[src/rtl/mips_pkg.sv]
// Shared MIPS core definitions: next-PC select encodings, bubble word, reset PC.
// Latency: none (types and constants only).
// Backpressure: not applicable.
package mips_pkg;

  localparam logic [1:0] PCSRC_SEQ = 2'b00;
  localparam logic [1:0] PCSRC_BR  = 2'b01;
  localparam logic [1:0] PCSRC_J   = 2'b10;
  localparam logic [1:0] PCSRC_JR  = 2'b11;

  // sll $0,$0,0 -- decode treats it as a harmless no-op
  localparam logic [31:0] NOP_INSTR = 32'h0000_0000;

  localparam logic [31:0] RESET_PC_DEFAULT = 32'h0000_0000;

  // Sign-extended word offset of a branch immediate, in bytes
  function automatic logic [31:0] branch_offset(input logic [15:0] imm);
    return {{14{imm[15]}}, imm, 2'b00};
  endfunction

endpackage

[src/rtl/next_pc_mux.sv]
// Next-PC target computation and 4-way select (seq, branch, jump, jr).
// Latency: purely combinational.
// Backpressure: none; the caller decides whether the result is loaded.
import mips_pkg::*;

module next_pc_mux (
  input  logic [1:0]  pc_src,
  input  logic [31:0] pc_plus4,
  input  logic [31:0] id_pc_plus4,
  input  logic [15:0] branch_imm,
  input  logic [25:0] jump_idx,
  input  logic [31:0] jr_target,
  output logic [31:0] next_pc
);

  logic [31:0] w_br_target;
  logic [31:0] w_j_target;
  logic [31:0] w_jr_target;

  // Targets are relative to the redirecting instruction, which sits in ID
  assign w_br_target = id_pc_plus4 + branch_offset(branch_imm);
  assign w_j_target  = {id_pc_plus4[31:28], jump_idx, 2'b00};
  assign w_jr_target = jr_target & ~32'h0000_0003;

  // Select the next PC; sequential is the fallback for every other code
  always_comb begin
    next_pc = pc_plus4;
    case (pc_src)
      PCSRC_BR: next_pc = w_br_target;
      PCSRC_J:  next_pc = w_j_target;
      PCSRC_JR: next_pc = w_jr_target;
      default:  next_pc = pc_plus4;
    endcase
  end

endmodule

[src/rtl/if_stage.sv]
// Instruction fetch: PC register, next-PC priority, IF/ID pipeline register.
// Latency: fetched word reaches ID one edge later; a redirect costs one bubble.
// Backpressure: stall holds PC and IF/ID; flush still bubbles IF/ID while stalled.
import mips_pkg::*;

module if_stage #(
  parameter logic [31:0] RESET_PC = RESET_PC_DEFAULT
) (
  input  logic        clk,
  input  logic        reset,
  input  logic        stall,
  input  logic        flush,
  input  logic [1:0]  pc_src,
  input  logic [15:0] branch_imm,
  input  logic [25:0] jump_idx,
  input  logic [31:0] jr_target,
  output logic [31:0] pc,
  input  logic [31:0] instr_in,
  output logic [31:0] id_instr,
  output logic [31:0] id_pc_plus4,
  output logic        id_valid
);

  logic [31:0] r_pc;
  logic [31:0] r_id_instr;
  logic [31:0] r_id_pc_plus4;
  logic        r_id_valid;

  logic [31:0] w_pc_plus4;
  logic [31:0] w_next_pc;
  logic        w_redirect;
  logic [1:0]  w_sel_src;

  assign w_pc_plus4 = r_pc + 32'd4;

  // A bubble in ID carries no control, so it can never redirect fetch
  assign w_redirect = r_id_valid && (pc_src != PCSRC_SEQ);
  assign w_sel_src  = w_redirect ? pc_src : PCSRC_SEQ;

  next_pc_mux u_next_pc_mux (
    .pc_src      (w_sel_src),
    .pc_plus4    (w_pc_plus4),
    .id_pc_plus4 (r_id_pc_plus4),
    .branch_imm  (branch_imm),
    .jump_idx    (jump_idx),
    .jr_target   (jr_target),
    .next_pc     (w_next_pc)
  );

  // PC and IF/ID update: reset > stall > redirect > sequential
  always_ff @(posedge clk) begin
    if (reset) begin
      r_pc          <= RESET_PC;
      r_id_instr    <= NOP_INSTR;
      r_id_pc_plus4 <= 32'd0;
      r_id_valid    <= 1'b0;
    end else if (stall) begin
      if (flush) begin
        r_id_instr    <= NOP_INSTR;
        r_id_pc_plus4 <= 32'd0;
        r_id_valid    <= 1'b0;
      end
    end else begin
      r_pc <= w_next_pc;
      if (flush || w_redirect) begin
        // Squash the wrong-path word fetched this cycle
        r_id_instr    <= NOP_INSTR;
        r_id_pc_plus4 <= 32'd0;
        r_id_valid    <= 1'b0;
      end else begin
        r_id_instr    <= instr_in;
        r_id_pc_plus4 <= w_pc_plus4;
        r_id_valid    <= 1'b1;
      end
    end
  end

  assign pc          = r_pc;
  assign id_instr    = r_id_instr;
  assign id_pc_plus4 = r_id_pc_plus4;
  assign id_valid    = r_id_valid;

endmodule

[config.mk]
export PLATFORM = sky130hd
export DESIGN_NAME = if_stage
export DESIGN_NICKNAME = d
export VERILOG_FILES = /design/src/rtl/mips_pkg.sv /design/src/rtl/next_pc_mux.sv /design/src/rtl/if_stage.sv
export SDC_FILE = /design/constraint.sdc
export NUM_CORES = 1
export LEC_CHECK = 0
export BUFFER_PORTS_ARGS = -buffer_cell sky130_fd_sc_hd__buf_2
export CORE_MARGIN = 4
export CORE_UTILIZATION = 30
export DETAILED_ROUTE_END_ITERATION = 8
export GPL_TIMING_DRIVEN = 0
export PLACE_DENSITY = 0.57
export SETUP_SLACK_MARGIN = 0.3
export SLEW_MARGIN = 20
export SYNTH_ARGS = -nofsm -noshare
export SYNTH_HDL_FRONTEND = slang
export SYNTH_HIERARCHICAL = 1
export SYNTH_SLANG_ARGS = --single-unit
[constraint.sdc]
create_clock -name clk -period 3.3 [get_ports clk]
set_clock_uncertainty 0.15 [all_clocks]
set_input_delay 0.495 -clock clk [delete_from_list [all_inputs] [get_ports clk]]
set_output_delay 0.495 -clock clk [all_outputs]
set_load 0.02 [all_outputs]
==> results.txt <==
The final critical path time including I/O delays and setup is 3.15 ns, and the static leakage power is 3.78 nW. After clock tree synthesis, the clock-pin slew on the worst setup and hold paths is 0.08 ns. The last weighted congestion value of the routability-driven placer is 0.860.

The category of the worst setup path capture point is a register. The first global-routing pass estimated 32,300 µm of wire. The floorplan step defined a die boundary enclosing 22,800 µm².

The fraction of final layout cells sized beyond drive strength 1 came out at 0.402. In this run the count of I/O pins placed on the die edge is 209. The simple-gate share of the synthesized area came out at 0.157. The max-slew violation count is 0, and the first-pass iteration count of the detailed router is 6. VDD sags by at most 0.210 mV. The fraction of synthesis flops using an asynchronous set or reset pin came out at 0. By area, the combinational part of the netlist is dominated by compound AO/OA/AOI/OAI gates. The critical path class was register to register.

Fill cells in the final layout number 2,095. In the routed layout, each cell is associated on average with a via count of 5.13. The hold violation count in the final report is 0, and the die outline width is 151 µm.

The detailed-route wire length per cell came out at 18.8 µm. Post-synthesis adder-cell area fraction: 0.0643. The run gives 16,700 µm as the final HPWL from detailed placement. The cell count after synthesis came out at 644.

During placement, the flow inserted port buffers numbering 205. The logs give 97 for the number of clock sinks seen by CTS and 22 for the maximum number of pins on one net before global-route repair. After the last flow step, the layout net total stands at 1,026.

The tools report the total routing resource utilization after global routing as 0.185. The worst hold path was traced through 3 stages. Clock latency on the worst-skew pair, taken at its later pin, is 0.37 ns.

The flow ran to the end, and the final reports show no timing, DRC or antenna violations. The tools report the worst hold margin as 0.222 ns. Clock tree synthesis selected as its root buffer the cell sky130_fd_sc_hd__clkbuf_16. The average size of a mapped cell is 9.54 µm², and the highest net fanout along the worst path is 3. The number of global-route vias before repair was 5,762.

For this run, the top clock speed supported by timing is 317 MHz. Counting cells, the worst reg-to-reg path comes to 13. The core region is 20,200 µm². Yosys printed 6 warnings.

The run gives 3 as the depth of the CTS H-tree. Counting flops and latches in the post-synthesis netlist gives 97. The transition at the pin with the smallest max-transition slack is 1.01 ns, and the setup slack of the worst register-to-register path is 0.15 ns. The path class of the lowest-slack min-delay path is primary input to register. After detailed routing, the number of remaining DRC violations is 0. The run gives 3.23 ns as the endpoint arrival time on the critical path.

The run gives 5 as the initial antenna violation count. The overall via count from detail_route was 5,948. Compared with the post-synthesis result, the final layout area differs by 36.0%. The first-iteration detailed-routing DRC count was 329.

Setup repair after global routing could not meet its margin everywhere. Summed over all layers, the global routing overflow is 0. The run gives 0.414 as the final core area utilization. The number of buffers inserted by hold repair at cts was 0; the required time of the worst setup path was 3.38 ns. Max-capacitance violation count: 0. The power density of the placed cells was 337 nW/µm²; the number of buffers created by CTS was 9. Nature of the critical path startpoint: a register. The mux share of post-synthesis cell area works out to 0.165. The final count of negative-setup-slack endpoints is 0.

The number of routed nets with antenna violations is 0. The worst slew margin relative to its limit is 0.323, and the post-route clock period utilization is 0.955. Summing every instance area after synthesis gives 6140 µm². The share of synthesized area occupied by flip-flops and latches is 0.316, and the number of synthesized flops with an enable pin is 0.

The compound-cell area share of the yosys netlist was 0.177. Overall die height: 151 µm. In this run the deepest clock path goes through 2 buffers.

For the routed wire length, the log shows 21,800 µm. TritonCTS built the clock tree. For the distinct cell type count of the synthesized netlist, the log shows 57. The post-synthesis share of cell area spent on xor and xnor gates was 0.0798. In the synthesized netlist the dominant register cell turns out to be sky130_fd_sc_hd__dfxtp_1.

The logs give 52 for the count of standard-cell rows and 787 for the number of nets in the synthesized netlist. The tools report the starting utilization of the core area as 0.305.
## path summary, 6_finish.rpt
check	end	startpoint
max	pc[28]	id_pc_plus4[2]
min	id_instr[18]	instr_in[18]
max reg2reg	pc[28]	id_pc_plus4[2]
min reg2reg	id_pc_plus4[14]	id_pc_plus4[14]
## area by class of cell
cell class,instances,area (µm²),share of cell area
tap,270,338,0.0404
sequential,97,1960,0.234
antenna,1,2.50,0.000299
timing repair buffer,228,1200,0.144
clock inverter,7,91.3,0.0109
inverter,12,45.0,0.00539
multi-input combinational,490,4270,0.511
clock buffer,9,225,0.0269
buffer,45,225,0.0269
## through the flow
stage | area, µm² | total power [W] | setup WS (ns) | std cells | TNS, ns
floorplan | 6160 | 0.00151 | 0.308 | 644 | 0
global placement | 7520 | 0.00168 | -0.266 | 1119 | -1.50
detailed placement | 7520 | 0.00168 | -0.246 | 1119 | -1.57
CTS | 8080 | 0.00284 | 0.140 | 1148 | 0
global route | 8360 | 0.00294 | 0.0323 | 1159 | 0
finish | 8360 | 0.00282 | 0.149 | 1159 | 0
## synth_stat cells (5+ instances only)
cell type	count	share of area
sky130_fd_sc_hd__dfxtp_1	97	0.32
sky130_fd_sc_hd__nor2_1	94	0.057
sky130_fd_sc_hd__a22oi_1	42	0.051
sky130_fd_sc_hd__mux2i_1	34	0.055
sky130_fd_sc_hd__xnor2_1	33	0.047
sky130_fd_sc_hd__ha_1	30	0.061
sky130_fd_sc_hd__mux4_2	30	0.11
sky130_fd_sc_hd__clkbuf_1	27	0.016
sky130_fd_sc_hd__nand2_1	25	0.015
sky130_fd_sc_hd__xor2_1	23	0.033
sky130_fd_sc_hd__a22o_1	22	0.031
sky130_fd_sc_hd__a21oi_1	21	0.017
sky130_fd_sc_hd__nand3_1	18	0.015
sky130_fd_sc_hd__inv_1	12	0.0073
sky130_fd_sc_hd__a21o_1	9	0.011
sky130_fd_sc_hd__nand4_1	9	0.0092
sky130_fd_sc_hd__o21ai_0	9	0.0073
sky130_fd_sc_hd__nor3_1	8	0.0065
sky130_fd_sc_hd__and4_1	7	0.010
sky130_fd_sc_hd__nor4_2	7	0.014
sky130_fd_sc_hd__buf_1	6	0.0037
sky130_fd_sc_hd__buf_2	6	0.0049
sky130_fd_sc_hd__nor2b_1	6	0.0061
sky130_fd_sc_hd__and2_1	5	0.0051
sky130_fd_sc_hd__o211ai_1	5	0.0061
sky130_fd_sc_hd__o21ai_1	5	0.0041
## logic make-up after synthesis
kind of cell / Yosys count
AO/OA/AOI/OAI: 146
XOR/XNOR: 56
adder cells (fa/ha/maj): 31
buffers and inverters: 57
flip-flops: 97
multiplexers: 64
AND/OR/NAND/NOR: 193
## power by group
part           switching [W]  total, W  internal [W]
combinational       0.000257  0.000465      0.000208
clock               0.000575   0.00113      0.000554
sequential         0.0000296   0.00123       0.00120
total               0.000862   0.00282       0.00196
## per-layer routing
metal	share of wire	track usage
met4	0.019	0.0598
met5	0.0016	0
met3	0.075	0.0374
met2	0.49	0.310
met1	0.42	0.238
## flip-flops by register name, indices dropped and copies added, names as in the netlist
signal / count
id_valid: 1
pc: 32
id_pc_plus4: 32
id_instr: 32
## critical path, stage by stage, from the launching register on
cell and delay, ns:
sky130_fd_sc_hd__dfxtp_2 0.36, sky130_fd_sc_hd__ha_4 0.13, sky130_fd_sc_hd__inv_2 0.03, sky130_fd_sc_hd__fa_2 0.36
sky130_fd_sc_hd__nor2b_2 0.14, sky130_fd_sc_hd__o211ai_1 0.12, sky130_fd_sc_hd__a31o_2 0.32, sky130_fd_sc_hd__a211oi_4 0.30
sky130_fd_sc_hd__nor2_4 0.07, sky130_fd_sc_hd__o211ai_1 0.28, sky130_fd_sc_hd__xor2_1 0.11, sky130_fd_sc_hd__mux4_2 0.45
sky130_fd_sc_hd__mux2i_1 0.14, sky130_fd_sc_hd__nor2_1 0.05
## layout by cell type, fill, tap and decap left out, types with 4 or more instances in the layout
master	netlist	routed
sky130_fd_sc_hd__and4_1	7	6
sky130_fd_sc_hd__clkbuf_16	0	9
sky130_fd_sc_hd__xor2_1	23	23
sky130_fd_sc_hd__a21oi_1	21	14
sky130_fd_sc_hd__buf_4	4	26
sky130_fd_sc_hd__buf_2	6	210
sky130_fd_sc_hd__inv_1	12	11
sky130_fd_sc_hd__dfxtp_2	0	9
sky130_fd_sc_hd__nor4_2	7	7
sky130_fd_sc_hd__o211ai_1	5	5
sky130_fd_sc_hd__o21a_1	4	4
sky130_fd_sc_hd__dfxtp_1	97	87
sky130_fd_sc_hd__nor3_1	8	7
sky130_fd_sc_hd__ha_1	30	16
sky130_fd_sc_hd__a22o_1	22	22
sky130_fd_sc_hd__a221o_1	4	4
sky130_fd_sc_hd__nor2b_1	6	5
sky130_fd_sc_hd__clkbuf_1	27	25
sky130_fd_sc_hd__nand2_1	25	24
sky130_fd_sc_hd__nand3_1	18	18
sky130_fd_sc_hd__and2_1	5	5
sky130_fd_sc_hd__nor2_1	94	90
sky130_fd_sc_hd__o21ai_1	5	5
sky130_fd_sc_hd__mux2i_1	34	34
sky130_fd_sc_hd__a21oi_2	2	7
sky130_fd_sc_hd__buf_1	6	6
sky130_fd_sc_hd__ha_4	0	12
sky130_fd_sc_hd__xnor2_1	33	32
sky130_fd_sc_hd__o21ai_0	9	8
sky130_fd_sc_hd__and3_1	4	4
sky130_fd_sc_hd__a22oi_1	42	42
sky130_fd_sc_hd__mux4_2	30	30
sky130_fd_sc_hd__buf_6	2	6
sky130_fd_sc_hd__nand4_1	9	9
sky130_fd_sc_hd__a21o_1	9	9
## repair_timing
action,in CTS,in global routing
setup buffers,13,10
setup endpoints to repair,15,15
resized for setup,31,41
pin swaps,15,21
Note: power is estimated with default switching activity, not from simulation.
